$ cat src/rtl/alu_exec_if.sv
// Handshake and data bundle between the control decoder and the execute ALU.
interface alu_exec_if #(
    parameter int WIDTH = 8
);
    logic             in_valid;
    logic             in_ready;
    logic [3:0]       alu_inst;
    logic [WIDTH-1:0] op_a;
    logic [WIDTH-1:0] op_b;
    logic             out_valid;
    logic             out_ready;
    logic [WIDTH-1:0] result;
    logic             carry;
    logic             zero;
    logic             branch_taken;
    logic             illegal;

    // Producer of operations / consumer of results.
    modport master (
        output in_valid, alu_inst, op_a, op_b, out_ready,
        input  in_ready, out_valid, result, carry, zero, branch_taken, illegal
    );

    // The ALU itself.
    modport slave (
        input  in_valid, alu_inst, op_a, op_b, out_ready,
        output in_ready, out_valid, result, carry, zero, branch_taken, illegal
    );
endinterface

$ cat src/rtl/alu_exec.sv
// Execute-stage ALU: single-cycle arithmetic/compare, bit-serial shifts,
// registered result/flags held until the downstream handshake.
module alu_exec #(
    parameter int WIDTH = 8
) (
    input  logic       clk,
    input  logic       reset_n,
    alu_exec_if.slave  bus
);
    localparam int SW = $clog2(WIDTH);

    localparam logic [1:0] IDLE  = 2'd0;
    localparam logic [1:0] SHIFT = 2'd1;
    localparam logic [1:0] DONE  = 2'd2;

    localparam logic [3:0] OP_ADD = 4'b0000;
    localparam logic [3:0] OP_SUB = 4'b0001;
    localparam logic [3:0] OP_SFL = 4'b0010;
    localparam logic [3:0] OP_SFR = 4'b0011;
    localparam logic [3:0] OP_INC = 4'b0100;
    localparam logic [3:0] OP_DEC = 4'b0101;
    localparam logic [3:0] OP_BNE = 4'b0110;
    localparam logic [3:0] OP_BEQ = 4'b0111;
    localparam logic [3:0] OP_BLT = 4'b1000;

    logic [1:0]       state;
    logic [WIDTH-1:0] result_q;
    logic             carry_q;
    logic             zero_q;
    logic             branch_q;
    logic             illegal_q;
    logic             shift_left;
    logic [SW-1:0]    count;

    logic [SW-1:0]    amount;
    logic             is_shift;
    logic [WIDTH:0]   sum;
    logic [WIDTH:0]   diff;
    logic [WIDTH:0]   inc;
    logic [WIDTH:0]   dec;
    logic [WIDTH-1:0] res_n;
    logic             carry_n;
    logic             branch_n;
    logic             illegal_n;
    logic [WIDTH-1:0] shifted;
    logic             shift_out;

    assign amount   = bus.op_b[SW-1:0];
    assign is_shift = (bus.alu_inst == OP_SFL) || (bus.alu_inst == OP_SFR);

    // Single-cycle result for everything that does not need the shifter.
    always_comb begin
        sum       = {1'b0, bus.op_a} + {1'b0, bus.op_b};
        diff      = {1'b0, bus.op_a} - {1'b0, bus.op_b};
        inc       = {1'b0, bus.op_a} + (WIDTH + 1)'(1);
        dec       = {1'b0, bus.op_a} - (WIDTH + 1)'(1);
        res_n     = '0;
        carry_n   = 1'b0;
        branch_n  = 1'b0;
        illegal_n = 1'b0;
        case (bus.alu_inst)
            OP_ADD: begin
                res_n   = sum[WIDTH-1:0];
                carry_n = sum[WIDTH];
            end
            OP_SUB: begin
                res_n   = diff[WIDTH-1:0];
                carry_n = diff[WIDTH];
            end
            OP_SFL, OP_SFR: begin
                // only reached here for a zero shift amount
                res_n = bus.op_a;
            end
            OP_INC: begin
                res_n   = inc[WIDTH-1:0];
                carry_n = inc[WIDTH];
            end
            OP_DEC: begin
                res_n   = dec[WIDTH-1:0];
                carry_n = dec[WIDTH];
            end
            OP_BNE: begin
                res_n    = diff[WIDTH-1:0];
                carry_n  = diff[WIDTH];
                branch_n = (bus.op_a != bus.op_b);
            end
            OP_BEQ: begin
                res_n    = diff[WIDTH-1:0];
                carry_n  = diff[WIDTH];
                branch_n = (bus.op_a == bus.op_b);
            end
            OP_BLT: begin
                res_n    = diff[WIDTH-1:0];
                carry_n  = diff[WIDTH];
                branch_n = diff[WIDTH];
            end
            default: begin
                illegal_n = 1'b1;
            end
        endcase
    end

    // One-bit shift step of the work register (the result register doubles as it).
    always_comb begin
        shifted   = shift_left ? (result_q << 1) : (result_q >> 1);
        shift_out = shift_left ? result_q[WIDTH-1] : result_q[0];
    end

    // Control FSM plus result/flag registers.
    always_ff @(posedge clk or negedge reset_n) begin
        if (!reset_n) begin
            state      <= IDLE;
            result_q   <= '0;
            carry_q    <= 1'b0;
            zero_q     <= 1'b0;
            branch_q   <= 1'b0;
            illegal_q  <= 1'b0;
            shift_left <= 1'b0;
            count      <= '0;
        end else begin
            case (state)
                IDLE: begin
                    if (bus.in_valid) begin
                        if (is_shift && (amount != '0)) begin
                            state      <= SHIFT;
                            count      <= amount;
                            result_q   <= bus.op_a;
                            carry_q    <= 1'b0;
                            zero_q     <= 1'b0;
                            branch_q   <= 1'b0;
                            illegal_q  <= 1'b0;
                            shift_left <= (bus.alu_inst == OP_SFL);
                        end else begin
                            state     <= DONE;
                            result_q  <= res_n;
                            carry_q   <= carry_n;
                            zero_q    <= (res_n == '0);
                            branch_q  <= branch_n;
                            illegal_q <= illegal_n;
                        end
                    end
                end
                SHIFT: begin
                    result_q <= shifted;
                    carry_q  <= shift_out;
                    count    <= count - 1'b1;
                    if (count == SW'(1)) begin
                        state  <= DONE;
                        zero_q <= (shifted == '0);
                    end
                end
                DONE: begin
                    if (bus.out_ready) begin
                        state <= IDLE;
                    end
                end
                default: begin
                    state <= IDLE;
                end
            endcase
        end
    end

    assign bus.in_ready     = (state == IDLE);
    assign bus.out_valid    = (state == DONE);
    assign bus.result       = result_q;
    assign bus.carry        = carry_q;
    assign bus.zero         = zero_q;
    assign bus.branch_taken = branch_q;
    assign bus.illegal      = illegal_q;
endmodule

$ cat src/flat_wrapper.sv
// flat-port wrapper written by rule: the top's interface ports become plain ports
module alu_exec_flat 
#(
    parameter int WIDTH = 8
)
  (clk, reset_n, bus_in_valid, bus_alu_inst, bus_op_a, bus_op_b, bus_out_ready, bus_in_ready, bus_out_valid, bus_result, bus_carry, bus_zero, bus_branch_taken, bus_illegal);
  alu_exec_if #(.WIDTH(WIDTH)) bus_i ();
  input  logic clk;
  input  logic reset_n;
  input wire logic [$bits(bus_i.in_valid)-1:0] bus_in_valid;
  input wire logic [$bits(bus_i.alu_inst)-1:0] bus_alu_inst;
  input wire logic [$bits(bus_i.op_a)-1:0] bus_op_a;
  input wire logic [$bits(bus_i.op_b)-1:0] bus_op_b;
  input wire logic [$bits(bus_i.out_ready)-1:0] bus_out_ready;
  output wire logic [$bits(bus_i.in_ready)-1:0] bus_in_ready;
  output wire logic [$bits(bus_i.out_valid)-1:0] bus_out_valid;
  output wire logic [$bits(bus_i.result)-1:0] bus_result;
  output wire logic [$bits(bus_i.carry)-1:0] bus_carry;
  output wire logic [$bits(bus_i.zero)-1:0] bus_zero;
  output wire logic [$bits(bus_i.branch_taken)-1:0] bus_branch_taken;
  output wire logic [$bits(bus_i.illegal)-1:0] bus_illegal;
  assign bus_i.in_valid = bus_in_valid;
  assign bus_i.alu_inst = bus_alu_inst;
  assign bus_i.op_a = bus_op_a;
  assign bus_i.op_b = bus_op_b;
  assign bus_i.out_ready = bus_out_ready;
  assign bus_in_ready = bus_i.in_ready;
  assign bus_out_valid = bus_i.out_valid;
  assign bus_result = bus_i.result;
  assign bus_carry = bus_i.carry;
  assign bus_zero = bus_i.zero;
  assign bus_branch_taken = bus_i.branch_taken;
  assign bus_illegal = bus_i.illegal;
  alu_exec #(.WIDTH(WIDTH)) u_core (.clk(clk), .reset_n(reset_n), .bus(bus_i));
endmodule
$ cat config.mk
export PLATFORM = sky130hd
export DESIGN_NAME = alu_exec_flat
export DESIGN_NICKNAME = d
export VERILOG_FILES = /design/src/rtl/alu_exec_if.sv /design/src/rtl/alu_exec.sv /design/src/flat_wrapper.sv
export SDC_FILE = /design/constraint.sdc
export NUM_CORES = 1
export LEC_CHECK = 0
export ABC_AREA = 1
export CAP_MARGIN = 20
export CORE_MARGIN = 5
export CORE_UTILIZATION = 59
export DETAILED_ROUTE_END_ITERATION = 10
export DONT_BUFFER_PORTS = 1
export PLACE_DENSITY = 0.81
export SLEW_MARGIN = 20
export SYNTH_ARGS = -nofsm -noshare
export SYNTH_HDL_FRONTEND = slang
export SYNTH_SLANG_ARGS = --single-unit
$ cat constraint.sdc
create_clock -name clk -period 1.3 [get_ports clk]
set_input_delay 0 -clock clk [delete_from_list [all_inputs] [get_ports clk]]
set_output_delay 0 -clock clk [all_outputs]
set_load 0.01 [all_outputs]
==> After elaboration in Yosys (flattened, before gate mapping) <==
Index checks and enable logic that the tools add are counted.
{ "word_totals": {"ff_bits": 18, "input_bits": 24, "out_inout_bits": 14, "word_cells": 73} }
{ "op_classes": {"add_sub_neg": 5, "eq_ne": 17, "mux": 26, "reduce_logical": 17} }
{ "ops": {"columns": ["operator", "n"], "rows": [
  ["$pmux W8 S5", 1],
  ["$mux W8", 3],
  ["$eq A4 B3 Y1 const B", 4],
  ["$logic_not A8 Y1", 2],
  ["$pmux W8 S2", 1],
  ["$reduce_and A3 Y1", 4],
  ["$add A8 B1 Y9 const B", 1],
  ["$add A8 B8 Y9", 1],
  ["$mux W1", 9],
  ["$reduce_or A9 Y1", 1],
  ["$sub A8 B1 Y9 const B", 1],
  ["$sub A8 B8 Y9", 1],
  ["$eq A4 B2 Y1 const B", 2],
  ["$eq A8 B8 Y1", 1],
  ["$mux W2", 4],
  ["$ne A8 B8 Y1", 1],
  ["$mux W3", 2],
  ["$pmux W2 S3", 1],
  ["$pmux W3 S2", 1],
  ["$eq A4 B1 Y1 const B", 1],
  ["$eq A4 B4 Y1 const B", 1],
  ["$logic_not A4 Y1", 1],
  ["$ne A2 B1 Y1 const B", 2],
  ["$ne A2 B2 Y1 const B", 2],
  ["other kinds (15)", 17]
]} }

==> Depth between registers and ports, before layout <==
Gate-level depths: netlist of run 1.
{ "depth": {"word_depth": 7, "depth_mapped": 15, "mapped_depth_nobuf": 14} }

==> Worst setup path after synthesis of run 1 <==
No wires, ideal clock.
{ "synth_path": {"path_type": "input-to-reg", "from": "input port bus_op_a[0]", "to": "register u_core.zero_q (netlist: u_core.bus.zero)", "setup_ps": 77, "arrival_ps": 1464, "t_required_ps": 1223, "setup_slack_ps": -241, "path_stages": 13, "cell_sequence": "inv_1 -> ha_1 -> inv_1 -> fa_1 -> inv_1 -> o211ai_1 -> nand2_1 -> inv_1 -> a21oi_1 -> nand3_1 -> nor2_1 -> nand2_1 -> a21oi_1"} }
{ "synth_via": {"elab_chain_len": 6, "elab_cells_between_ends": 9, "cone_classes": "add/sub (4); mux (4); reduce/logical (1)"} }
{ "synth_lines": {"columns": ["item", "line_no", "text"], "rows": [
  ["start, declared", "flat_wrapper.sv:12", "input wire logic [$bits(bus_i.op_a)-1:0] bus_op_a;"],
  ["$sub A8 B8 Y9 (tied with other cells)", "alu_exec.sv:54", "diff = {1'b0, bus.op_a} - {1'b0, bus.op_b};"],
  ["$pmux W8 S5 *", "alu_exec.sv:61", "case (bus.alu_inst)"],
  ["$logic_not A8 Y1 *", "alu_exec.sv:137", "zero_q <= (res_n == '0);"],
  ["$mux W1 *", "alu_exec.sv:124", "if (is_shift && (amount != '0)) begin"],
  ["$mux W1 *", "alu_exec.sv:123", "if (bus.in_valid) begin"],
  ["$pmux W1 S2 *", "alu_exec.sv:121", "case (state)"],
  ["end signal, assigned", "alu_exec.sv:137", null],
  ["end signal, assigned", "alu_exec.sv:149", "zero_q <= (shifted == '0);"],
  ["end, declared", "alu_exec.sv:29", "logic zero_q;"]
]} }
Mark *: on every way between the ends. The rest lies on a longest branch, timed or not. The select of a mux whose other input is x is not followed.
A chain may end at the register's enable or synchronous reset.

==> Worst setup path after layout of run 1 <==
{ "layout_path": {"from": "register u_core.shift_left", "to": "register u_core.zero_q (netlist: u_core.bus.zero)"} }
{ "layout_via": {"elab_chain_len": 4} }
{ "layout_lines": {"columns": ["item", "line_no", "text"], "rows": [
  ["start, declared", "alu_exec.sv:32", "logic shift_left;"],
  ["start signal, assigned", "alu_exec.sv:132", "shift_left <= (bus.alu_inst == OP_SFL);"],
  ["$mux W8", "alu_exec.sv:105", "shifted = shift_left ? (result_q << 1) : (result_q >> 1);"],
  ["$logic_not A8 Y1", "alu_exec.sv:149", null],
  ["$mux W1", "alu_exec.sv:147", "if (count == SW'(1)) begin"],
  ["$pmux W1 S2", "alu_exec.sv:121", null]
]} }
Every way passes these cells. The select of a mux whose other input is x is not followed.

==> impl_summary.txt, run 1 <==
----------------------------------------------------
[Cells and area]
  Layout Utilization ... 85.2%
  Diodes inserted ... 0
  Growth of design area from synthesis to finish ... 37.9%
  Commonest non-fill, non-tap cell in the layout ... nand2_1
  Commonest non-fill, non-tap cells in the layout ... 103 x nand2_1, 57 x inv_1, 50 x buf_4
  Post-Layout Cell Count ... 539
  Fraction of final layout cells with drive strength greater than 1 ... 30.1%
  Fin nets ... 537

[Power]
  IR Drop Worst-Case VDD ... 1.17 mV
  Net switching power ... 0.00211 W
  Sw Ratio ... 48.0%
  Leakage power of the design ... 1.76 nW
  Internal portion of total power ... 0.00228 W
  Combinational group share of total power ... 63.3%
  Portion of total power attributed to the clock network ... 11.0%
  Reg power frac ... 25.7%
  Pwr dens ... 1260 mW/mm²

[Clock tree]
  Number of buffers created by CTS ... 3
  Clock root buffer master ... clkbuf_8
  Reg clk slew, reported paths ... 0.08 ns
  Clock tree from TritonCTS ... built
  Clock insertion delay at the later pin of the skew report ... 0.27 ns
  Sinks on the clock net ... 18
  Number of buffers between clock root and the deepest sink ... 2
  Number of levels the H-tree was split into ... 1

[Timing]
  Setup Viol. Count Final ... 15
  Max-slew headroom at the worst pin ... 43.4%
  RSZ-0062 raised after global routing ... yes
  Minimum setup slack in the final design ... -0.210 ns
  Share of the clock period used by the worst path ... 116%
  Top achievable clock speed ... 0.662 GHz
  Final count of hold timing violations ... 0
  Count of final max-slew check failures ... 0
  Transition time at the pin with the least slew margin ... 0.846 ns
  Min Clock Period, post-route ... 1.51 ns
  Maximum clock skew at final layout ... 0.00736 ns
  Final TNS setup ... -1.33 ns

[Global routing]
  Number of antenna violations at the first check in global routing ... 0
  Global-route total usage across every layer ... 33.2%
  Wire length of the first global-routing pass ... 14500 µm
  Leftover overflow at the end of global routing ... 0
  Maximum number of pins on one net before global-route repair ... 19
  Number of global-route vias before repair ... 3067

[Logic synthesis]
  Synth Area in Compound Gates ... 13.0%
  Post-synthesis share of cell area spent on xor and xnor gates ... 1.04%
  Simple-Gate Fraction of Synth Area ... 43.9%
  Mux contribution to synthesized area ... 0.446%
  Post-synthesis share of cell area spent on full adders, half adders and majority gates ... 12.0%
  Number of instances in the synthesized netlist ... 427
  Dominant combinational cell family by area after synthesis ... simple AND/OR/NAND/NOR gates
  Library cells used by synthesis ... 38
  Mapped cell area ... 0.00252 mm²
  Register area share after synthesis ... 17.8%
  Average cell area after synthesis ... 5.91 µm²
  Synthesized netlist net count ... 474
  EDFF count, synth ... 0
  Share of synthesized registers carrying an async set or reset ... 100%
  Number of synthesized register bits ... 18
  Number of warnings printed during yosys synthesis ... 0
  Post-synth top flop ... dfrtp_1

[Job]
  MaxCap Viol Count ... 0

[Detailed routing]
  Average detailed-routed wire length per instance ... 18.6 µm
  Remaining antenna violation count after routing ... 0
  Final WL ... 10000 µm
  Number of DRC markers in iteration 0 ... 473
  Length of the first detailed-routing pass in iterations ... 6
  Remaining design rule violation count ... 0
  Via-to-Cell Ratio ... 6.37
  Number of vias after detailed routing ... 3436

[Worst setup path]
  Largest fanout on the critical path ... 6
  Data required time at the worst endpoint ... 1.46 ns
  Crit path from ... u_core.shift_left
  Worst setup endpoint ... u_core.bus.zero
  Standard cell with the maximum stage delay on the critical path ... dfrtp_1
  Cell count of the worst reg-to-reg path ... 5
  Internal reg-to-reg setup slack ... -0.21 ns
  Class of the most critical setup path ... flip-flop to flip-flop
  Chain of cells forming the critical path ... inv_1, o21ai_0, nor3_1, a21boi_2, a21oi_2
  Critical Path AT ... 1.67 ns
  Worst path max stage delay ... 0.47 ns
  Category of the worst setup path launch point ... flip-flop
  Endpoint kind of the worst setup timing path ... flip-flop
  Worst reg2reg startpoint ... u_core.shift_left
  Crit Reg-Reg Endpoint ... u_core.bus.zero

[Floorplan]
  Die footprint ... 0.00569 mm²
  Overall die height ... 75.4 µm
  Initial core utilization ... 61.8%
  Number of rows in the core area ... 23
  Core Area ... 0.00409 mm²
  Top Ports ... 38
  Horizontal die dimension ... 75.4 µm

[Placement]
  Instance count after placement with tap cells included ... 518
  Final GP Congestion ... 0.980
  Port bufs ... 0
  Placed wire-length estimate ... 6250 µm
  Worst slack after detailed placement ... -0.372 ns

[Hold path]
  Startpoint of the lowest-slack hold path ... bus_alu_inst[2]
  Path type of the worst min-delay path ... primary input to flip-flop

[Status]
  Status ... finished with violations
  Violated checks ... setup timing

----------------------------------------------------
state kept, by name, indices dropped and copies added (netlist names):
signal                   count
u_core.bus.zero              1
u_core.bus.carry             1
u_core.bus.result            8
u_core.count                 3
u_core.shift_left            1
u_core.bus.illegal           1
u_core.bus.branch_taken      1
u_core.state                 2
power groups by stage:
stage / clock [W] / sequential, W / combinational [W]
3_5_place_dp: 0 / 0.00108 / 0.00190
3_3_place_gp: 0 / 0.00108 / 0.00185
6_report: 0.000485 / 0.00113 / 0.00278
5_1_grt: 0.000504 / 0.00116 / 0.00294
2_1_floorplan: 0 / 0.00105 / 0.00116
4_1_cts: 0.000471 / 0.00109 / 0.00222
timing repair:
action,4_1_cts,5_1_grt
gates resized for setup,30,54
hold endpoints to repair,22,1
buffers inserted,6,6
pin swaps,8,24
hold buffers,5,1
gates cloned,1,1
setup endpoints to repair,14,17
worst min path at each step:
stage / to / depth (start not counted)
2_1_floorplan: u_core.bus.branch_taken / 0
3_3_place_gp: u_core.bus.result[3] / 0
3_5_place_dp: u_core.bus.result[3] / 0
4_1_cts: u_core.bus.illegal / 2
5_1_grt: u_core.bus.illegal / 3
6_report: u_core.bus.illegal / 2
cell families (layout without fill, tap and decap cells):
logic type / after synthesis / count (layout)
adder cells (fa/ha/maj): 23 / 23
flip-flops: 18 / 18
XOR/XNOR: 3 / 3
multiplexers: 1 / 1
AND/OR/NAND/NOR: 249 / 249
buffers and inverters: 75 / 137
AO/OA/AOI/OAI: 58 / 58
worst max-delay path: cells and delay by family (launching register included):
kind / cells / cell delay, ns
compound gates: 3 / 0.64
flops: 1 / 0.47
buf+inv: 1 / 0.15
simple gates: 1 / 0.14
cell type report:
cell class / count / area (µm²)
multi-input combinational: 334 / 2080
fill: 226 / 604
timing repair buffer: 65 / 558
sequential: 18 / 453
inverter: 67 / 268
tap: 50 / 62.6
clock buffer: 4 / 55.1
timing repair inverter: 1 / 6.26
Yosys cell counts, drive strengths merged, types with 4 or more instances:
master	number	share of area, %
a21oi	16	3.2
buf	5	1.3
dfrtp	18	18
ha	21	10
inv	66	9.8
nand2	119	18
nand3	49	10
nand4	13	3.2
nor2	58	10
nor3	7	1.4
o211ai	4	1.2
o21ai	26	5.2
metal layers:
layer | track usage (%) | up-vias | share of wire, %
met5 | 0 | - | 0
met4 | 14.4 | 0 | 6.1
met3 | 9.10 | 89 | 12
met2 | 52.6 | 311 | 46
met1 | 42.3 | 1520 | 36
li1 | - | 1516 | -
stage by stage:
| stage | hold slack (ns) | power (W) | area (µm²) |
|---|---|---|---|
| floorplan | -0.296 | 0.00222 | 2600 |
| global placement | -0.295 | 0.00293 | 2980 |
| detailed placement | -0.295 | 0.00298 | 2980 |
| CTS | 0.0139 | 0.00377 | 3260 |
| global route | 0.0736 | 0.00460 | 3480 |
| finish | 0.00108 | 0.00439 | 3480 |
Note: power is estimated with default switching activity, not from simulation.
==> run 2, diff against run 1 <==
PLACE_DENSITY = unset   (was 0.81)
PLACE_DENSITY_LB_ADDON = 0.2   (was unset)
==> impl_summary.txt, run 2 (synthesized netlist as in run 1, its figures left out) <==
----------------------------------------------------
[Worst setup path]
  Critical Path AT ... 1.62 ns (-0.05 ns)
  Category of the worst setup path launch point ... flip-flop
  Cell count of the worst reg-to-reg path ... 10 (+5)
  Largest fanout on the critical path ... 4 (-2)
  Worst reg2reg startpoint ... u_core.state[1]
  Class of the most critical setup path ... flip-flop to flip-flop
  Worst setup endpoint ... u_core.count[2]
  Crit path from ... u_core.state[1]
  Internal reg-to-reg setup slack ... -0.18 ns (+0.03 ns)
  Endpoint kind of the worst setup timing path ... flip-flop
  Crit Reg-Reg Endpoint ... u_core.count[2]
  Data required time at the worst endpoint ... 1.44 ns (-0.02 ns)

[Detailed routing]
  Routed met2 length ... 4480 µm (-3.2%)
  Remaining antenna violation count after routing ... 0 (unchanged)
  Number of DRC markers in iteration 0 ... 398 (-16%)
  Via-to-Cell Ratio ... 6.19 (-2.9%)
  Number of vias after detailed routing ... 3306 (-3.8%)
  Final WL ... 9460 µm (-5.5%)
  Metal1 wirelength ... 3520 µm (-1.8%)
  Average detailed-routed wire length per instance ... 17.7 µm (-4.6%)
  Remaining design rule violation count ... 0 (unchanged)
  Highest Signal Layer ... met4
  Length of the first detailed-routing pass in iterations ... 10 (+4)
  Met3 wire len ... 991 µm (-17%)

[Floorplan]
  Horizontal die dimension ... 75.4 µm (unchanged)
  Top Ports ... 38 (unchanged)
  Overall die height ... 75.4 µm (unchanged)
  Number of rows in the core area ... 23 (unchanged)
  Die footprint ... 0.00569 mm² (unchanged)
  Core Area ... 0.00409 mm² (unchanged)
  Initial core utilization ... 61.8% (unchanged)

[Timing]
  Final count of hold timing violations ... 1 (+1)
  Transition time at the pin with the least slew margin ... 0.933 ns (+0.0875 ns)
  Max-slew headroom at the worst pin ... 37.6% (-5.9 points)
  Count of final max-slew check failures ... 0 (unchanged)
  Maximum clock skew at final layout ... 0.00210 ns (-0.00526 ns)
  Share of the clock period used by the worst path ... 114% (-2.5 points)
  Min Hold Slack ... -0.0235 ns (-0.0246 ns)
  RSZ-0062 raised after global routing ... yes
  Minimum setup slack in the final design ... -0.178 ns (+0.0327 ns)
  Setup Viol. Count Final ... 16 (+1)
  Top achievable clock speed ... 0.677 GHz (+2.2%)
  Min Clock Period, post-route ... 1.48 ns (-0.0327 ns)
  Final TNS setup ... -1.67 ns (-0.345 ns)

[Cells and area]
  Fraction of final layout cells with drive strength greater than 1 ... 27.3% (-2.8 points)
  Fin nets ... 532 (-0.93%)
  Flip-flop count of the largest register, all copies and words added ... 8 (unchanged)
  Diodes inserted ... 0 (unchanged)
  Commonest non-fill, non-tap cell in the layout ... nand2_1
  Commonest non-fill, non-tap cells in the layout ... 106 x nand2_1, 55 x inv_1, 46 x nand3_1
  Layout Utilization ... 82.3% (-2.9 points)
  FILL cells ... 260 (+15%)
  Growth of design area from synthesis to finish ... 33.3%

[Clock tree]
  Clock tree from TritonCTS ... built
  Sinks on the clock net ... 18 (unchanged)
  Number of buffers between clock root and the deepest sink ... 2 (unchanged)
  Number of levels the H-tree was split into ... 1 (unchanged)
  Clock insertion delay at the later pin of the skew report ... 0.26 ns (about the same)
  Clock root buffer master ... clkbuf_8
  Number of buffers created by CTS ... 3 (unchanged)
  Reg clk slew, reported paths ... 0.07 ns (about the same)

[Global routing]
  Number of antenna violations at the first check in global routing ... 0 (unchanged)
  Global-route total usage across every layer ... 29.1% (-4.1 points)
  Maximum number of pins on one net before global-route repair ... 19 (unchanged)
  Number of global-route vias before repair ... 2832 (-7.7%)
  Wire length of the first global-routing pass ... 12900 µm (-11%)
  Leftover overflow at the end of global routing ... 0 (unchanged)

[Job]
  MaxCap Viol Count ... 0 (unchanged)

[Placement]
  Placed wire-length estimate ... 6030 µm (-3.5%)
  Port bufs ... 0 (unchanged)
  Worst slack after detailed placement ... -0.337 ns (+0.0342 ns)
  Final GP Congestion ... 1.01 (+3.5%)

[Hold path]
  Path type of the worst min-delay path ... primary input to flip-flop

[Status]
  Status ... finished with violations
  Violated checks ... hold timing, setup timing

[Power]
  IR Drop Worst-Case VDD ... 1.03 mV (-12%)
  Pwr dens ... 1240 mW/mm² (-1.7%)
  Leakage power of the design ... 1.71 nW (-2.6%)

----------------------------------------------------
## run 2: changes by cell type in the layout (fill, tap and decap cells not counted), sizes merged
cell / before / now
clkinv: 1 / 0
buf: 59 / 53
clkbuf: 4 / 5
inv: 66 / 67
## run 2: metal layers
layer | up-vias | GRT usage [%]
li1 | 1504 | -
met1 | 1466 | 38.2
met2 | 263 | 49.5
met3 | 73 | 5.80
met4 | 0 | 6.60
met5 | - | 0
## run 2: repair_timing
item                       in CTS  in global routing
gates cloned                    0                  2
setup endpoints to repair      14                 18
buffers inserted                2                  4
hold buffers                    6                  0
pin swaps                       5                 14
hold endpoints to repair       23                  0
resized for setup              17                 53
## run 2: worst max-delay path, cell delays in order (launching register included)
cell and delay (ns):
dfrtp_1 0.45, buf_6 0.16, nor2_4 0.11, nand2_2 0.08
buf_6 0.13, nor2_4 0.09, inv_2 0.07, nand2_4 0.08
o21ai_2 0.05, nand2_1 0.06, o311ai_1 0.08
## run 2: power by group
group	switching, W	internal, W	leakage, nW
combinational	0.00147	0.00113	1.46
sequential	0.000293	0.000808	0.227
clock	0.000203	0.000270	0.0288
## run 2: worst min path at each step
stage / from / endpoint / slack [ns] / depth (start not counted)
5_1_grt: bus_alu_inst[2] / u_core.bus.illegal / 0.02 / 2
3_3_place_gp: reset_n / u_core.bus.result[3] / -0.30 / 0
6_report: bus_alu_inst[2] / u_core.bus.illegal / -0.02 / 2
3_5_place_dp: reset_n / u_core.bus.result[3] / -0.30 / 0
4_1_cts: bus_alu_inst[2] / u_core.bus.illegal / 0.002 / 2
2_1_floorplan: reset_n / u_core.bus.branch_taken / -0.30 / 0
## run 2: per-stage QoR
step / cell area (µm²) / power, W / instances
2_1_floorplan: 2600 / 0.00222 / 427
3_3_place_gp: 2960 / 0.00288 / 516
3_5_place_dp: 2960 / 0.00294 / 516
4_1_cts: 3140 / 0.00358 / 528
5_1_grt: 3360 / 0.00440 / 534
6_report: 3360 / 0.00417 / 534
## run 2: area by class of cell
| class | instances | area, µm² | area share (%) |
|---|---|---|---|
| tap | 50 | 62.6 | 1.86 |
| inverter | 67 | 265 | 7.88 |
| sequential | 18 | 452 | 13.4 |
| clock buffer | 4 | 55.1 | 1.64 |
| multi-input combinational | 334 | 2000 | 59.4 |
| timing repair inverter | 1 | 6.26 | 0.186 |
| timing repair buffer | 60 | 524 | 15.6 |
==> run 3, diff against run 2 <==
CORE_MARGIN = unset   (was 5)
==> impl_summary.txt, run 3 (synthesized netlist as in run 1, its figures left out) <==
----------------------------------------------------
[Detailed routing]
  Number of DRC markers in iteration 0 ... 380 (-4.5%)
  Final WL ... 9380 µm (-0.84%)
  Via-to-Cell Ratio ... 6.27 (+1.2%)
  Remaining design rule violation count ... 0 (unchanged)
  Average detailed-routed wire length per instance ... 17.6 µm (-0.84%)
  Remaining antenna violation count after routing ... 0 (unchanged)
  Length of the first detailed-routing pass in iterations ... 6 (-4)
  Number of vias after detailed routing ... 3347 (+1.2%)

[Power]
  Portion of total power attributed to the clock network ... 12.3% (+1.0 points)
  Reg power frac ... 27.8% (+1.4 points)
  Sw Ratio ... 47.6% (+0.57 points)
  IR Drop Worst-Case VDD ... 0.981 mV (-5.0%)
  Combinational group share of total power ... 59.9% (-2.4 points)
  Net switching power ... 0.00191 W (-2.9%)
  Pwr dens ... 1190 mW/mm² (-3.7%)
  Leakage power of the design ... 1.71 nW (-0.14%)
  Sum of internal, switching and leakage power ... 0.00400 W (-4.1%)
  Internal portion of total power ... 0.00210 W (-5.1%)

[Clock tree]
  Clock root buffer master ... clkbuf_8
  Clock insertion delay at the later pin of the skew report ... 0.27 ns (about the same)
  Clock tree from TritonCTS ... built
  Number of buffers between clock root and the deepest sink ... 2 (unchanged)
  Sinks on the clock net ... 18 (unchanged)
  Reg clk slew, reported paths ... 0.07 ns (about the same)
  Number of buffers created by CTS ... 3 (unchanged)
  Number of levels the H-tree was split into ... 1 (unchanged)

[Floorplan]
  Top Ports ... 38 (unchanged)
  Die footprint ... 0.00455 mm² (-20%)
  Overall die height ... 67.4 µm (-11%)
  Initial core utilization ... 62.2% (+0.44 points)
  Horizontal die dimension ... 67.4 µm (-11%)
  Number of rows in the core area ... 23 (unchanged)
  Core Area ... 0.00406 mm² (-0.70%)

[Timing]
  Count of final max-slew check failures ... 0 (unchanged)
  Min Hold Slack ... 0.119 ns (+0.143 ns)
  Top achievable clock speed ... 0.692 GHz (+2.2%)
  Setup Viol. Count Final ... 16 (unchanged)
  Minimum setup slack in the final design ... -0.145 ns (+0.0324 ns)
  RSZ-0062 raised after global routing ... yes
  Min Clock Period, post-route ... 1.45 ns (-0.0324 ns)
  Share of the clock period used by the worst path ... 111% (-2.5 points)
  Maximum clock skew at final layout ... 0.00414 ns (+0.00204 ns)
  Final count of hold timing violations ... 0 (-1)
  Max-slew headroom at the worst pin ... 43.6% (+6.0 points)
  Transition time at the pin with the least slew margin ... 0.843 ns (-0.0904 ns)

[Placement]
  Instance count after placement with tap cells included ... 514 (-0.39%)
  Final GP Congestion ... 0.961 (-5.2%)
  Worst slack after detailed placement ... -0.318 ns (+0.0191 ns)
  Port bufs ... 0 (unchanged)
  Placed wire-length estimate ... 5810 µm (-3.7%)

[Status]
  Status ... finished with violations
  Violated checks ... setup timing

[Global routing]
  Maximum number of pins on one net before global-route repair ... 19 (unchanged)
  Number of antenna violations at the first check in global routing ... 0 (unchanged)
  Leftover overflow at the end of global routing ... 0 (unchanged)
  Number of global-route vias before repair ... 2810 (-0.78%)
  Wire length of the first global-routing pass ... 12800 µm (-0.69%)
  Global-route total usage across every layer ... 37.8% (+8.6 points)

[Cells and area]
  Post-Layout Cell Count ... 534 (unchanged)
  Flip-flop count of the largest register, all copies and words added ... 8 (unchanged)
  FILL cells ... 260 (unchanged)
  Diodes inserted ... 0 (unchanged)
  Commonest non-fill, non-tap cells in the layout ... 112 x nand2_1, 55 x inv_1, 46 x nand3_1, 46 x buf_4, 44 x nor2_1
  Commonest non-fill, non-tap cell in the layout ... nand2_1
  Fraction of final layout cells with drive strength greater than 1 ... 26.0% (-1.2 points)
  Fin nets ... 532 (unchanged)
  Growth of design area from synthesis to finish ... 32.7%

[Worst setup path]
  Class of the most critical setup path ... flip-flop to flip-flop
  Category of the worst setup path launch point ... flip-flop
  Endpoint kind of the worst setup timing path ... flip-flop
  Data required time at the worst endpoint ... 1.43 ns (about the same)
  Largest fanout on the critical path ... 3 (-1)
  Critical Path AT ... 1.58 ns (-0.04 ns)

[Hold path]
  Path type of the worst min-delay path ... primary input to flip-flop

[Job]
  MaxCap Viol Count ... 0 (unchanged)

----------------------------------------------------
-- run 3: changes by cell type in the layout (fill, tap and decap cells not counted), sizes merged --
cell	before	now
dlygate4sd3	6	7
inv	67	66
-- run 3: power groups by stage --
| stage | registers [W] | clock network (W) | logic [W] |
|---|---|---|---|
| after global placement | 0.00107 | 0 | 0.00175 |
| after CTS | 0.00109 | 0.000473 | 0.00196 |
| after floorplan | 0.00105 | 0 | 0.00116 |
| after global routing | 0.00114 | 0.000515 | 0.00257 |
| after detailed placement | 0.00108 | 0 | 0.00181 |
| final | 0.00111 | 0.000493 | 0.00240 |
-- run 3: final timing paths --
kind	start	cells past startpoint	slack, ns	end
max	u_core.state[1]	9	-0.15	u_core.count[2]
min	bus_in_valid	4	0.12	u_core.bus.illegal
max reg2reg	u_core.state[1]	9	-0.15	u_core.count[2]
min reg2reg	u_core.bus.branch_taken	2	0.55	u_core.bus.branch_taken
max in group asynchronous	reset_n	1	0.45	u_core.state[1]
min in group asynchronous	reset_n	1	0.27	u_core.bus.result[3]
-- run 3: metrics by stage --
stage	instance area, µm²	setup TNS, ns	util, %
after global placement	2950	-2.46	72.6
final	3350	-1.12	82.6
after CTS	3140	-0.102	77.3
after global routing	3350	-2.04	82.6
after detailed placement	2950	-2.79	72.6
after floorplan	2600	-0.163	-
-- run 3: area by class of cell --
type / count / area [µm²] / share of cell area [%]
well taps: 50 / 62.6 / 1.87
repair buffers: 61 / 503 / 15.0
multi-input cells: 334 / 2010 / 60.0
flip-flops and latches: 18 / 454 / 13.6
inverters: 67 / 265 / 7.92
clock buffers: 4 / 55.1 / 1.64
-- run 3: per-layer routing --
layer | vias up | track usage (%) | wire, µm
met3 | 71 | 7.94 | 1090
met4 | 0 | 12.0 | 591
met2 | 281 | 62.0 | 4300
met5 | - | 0 | 0
met1 | 1495 | 49.1 | 3400
li1 | 1500 | - | -
-- run 3: repair_timing --
action | CTS | global route
endpoints found under the setup margin | 15 | 16
pin swaps | 5 | 23
endpoints found under the hold margin | 23 | 0
hold buffers | 7 | 0
setup buffers | 2 | 7
gates resized for setup | 21 | 47
-- run 3: worst max-delay path, stage by stage, from the launching register on --
cell	delay, ns
dfrtp_2	0.46
nor2_4	0.13
nand2_2	0.07
buf_6	0.12
nor2_4	0.10
inv_2	0.08
nand2_4	0.09
o21ai_2	0.06
nand2_1	0.08
o311ai_1	0.12
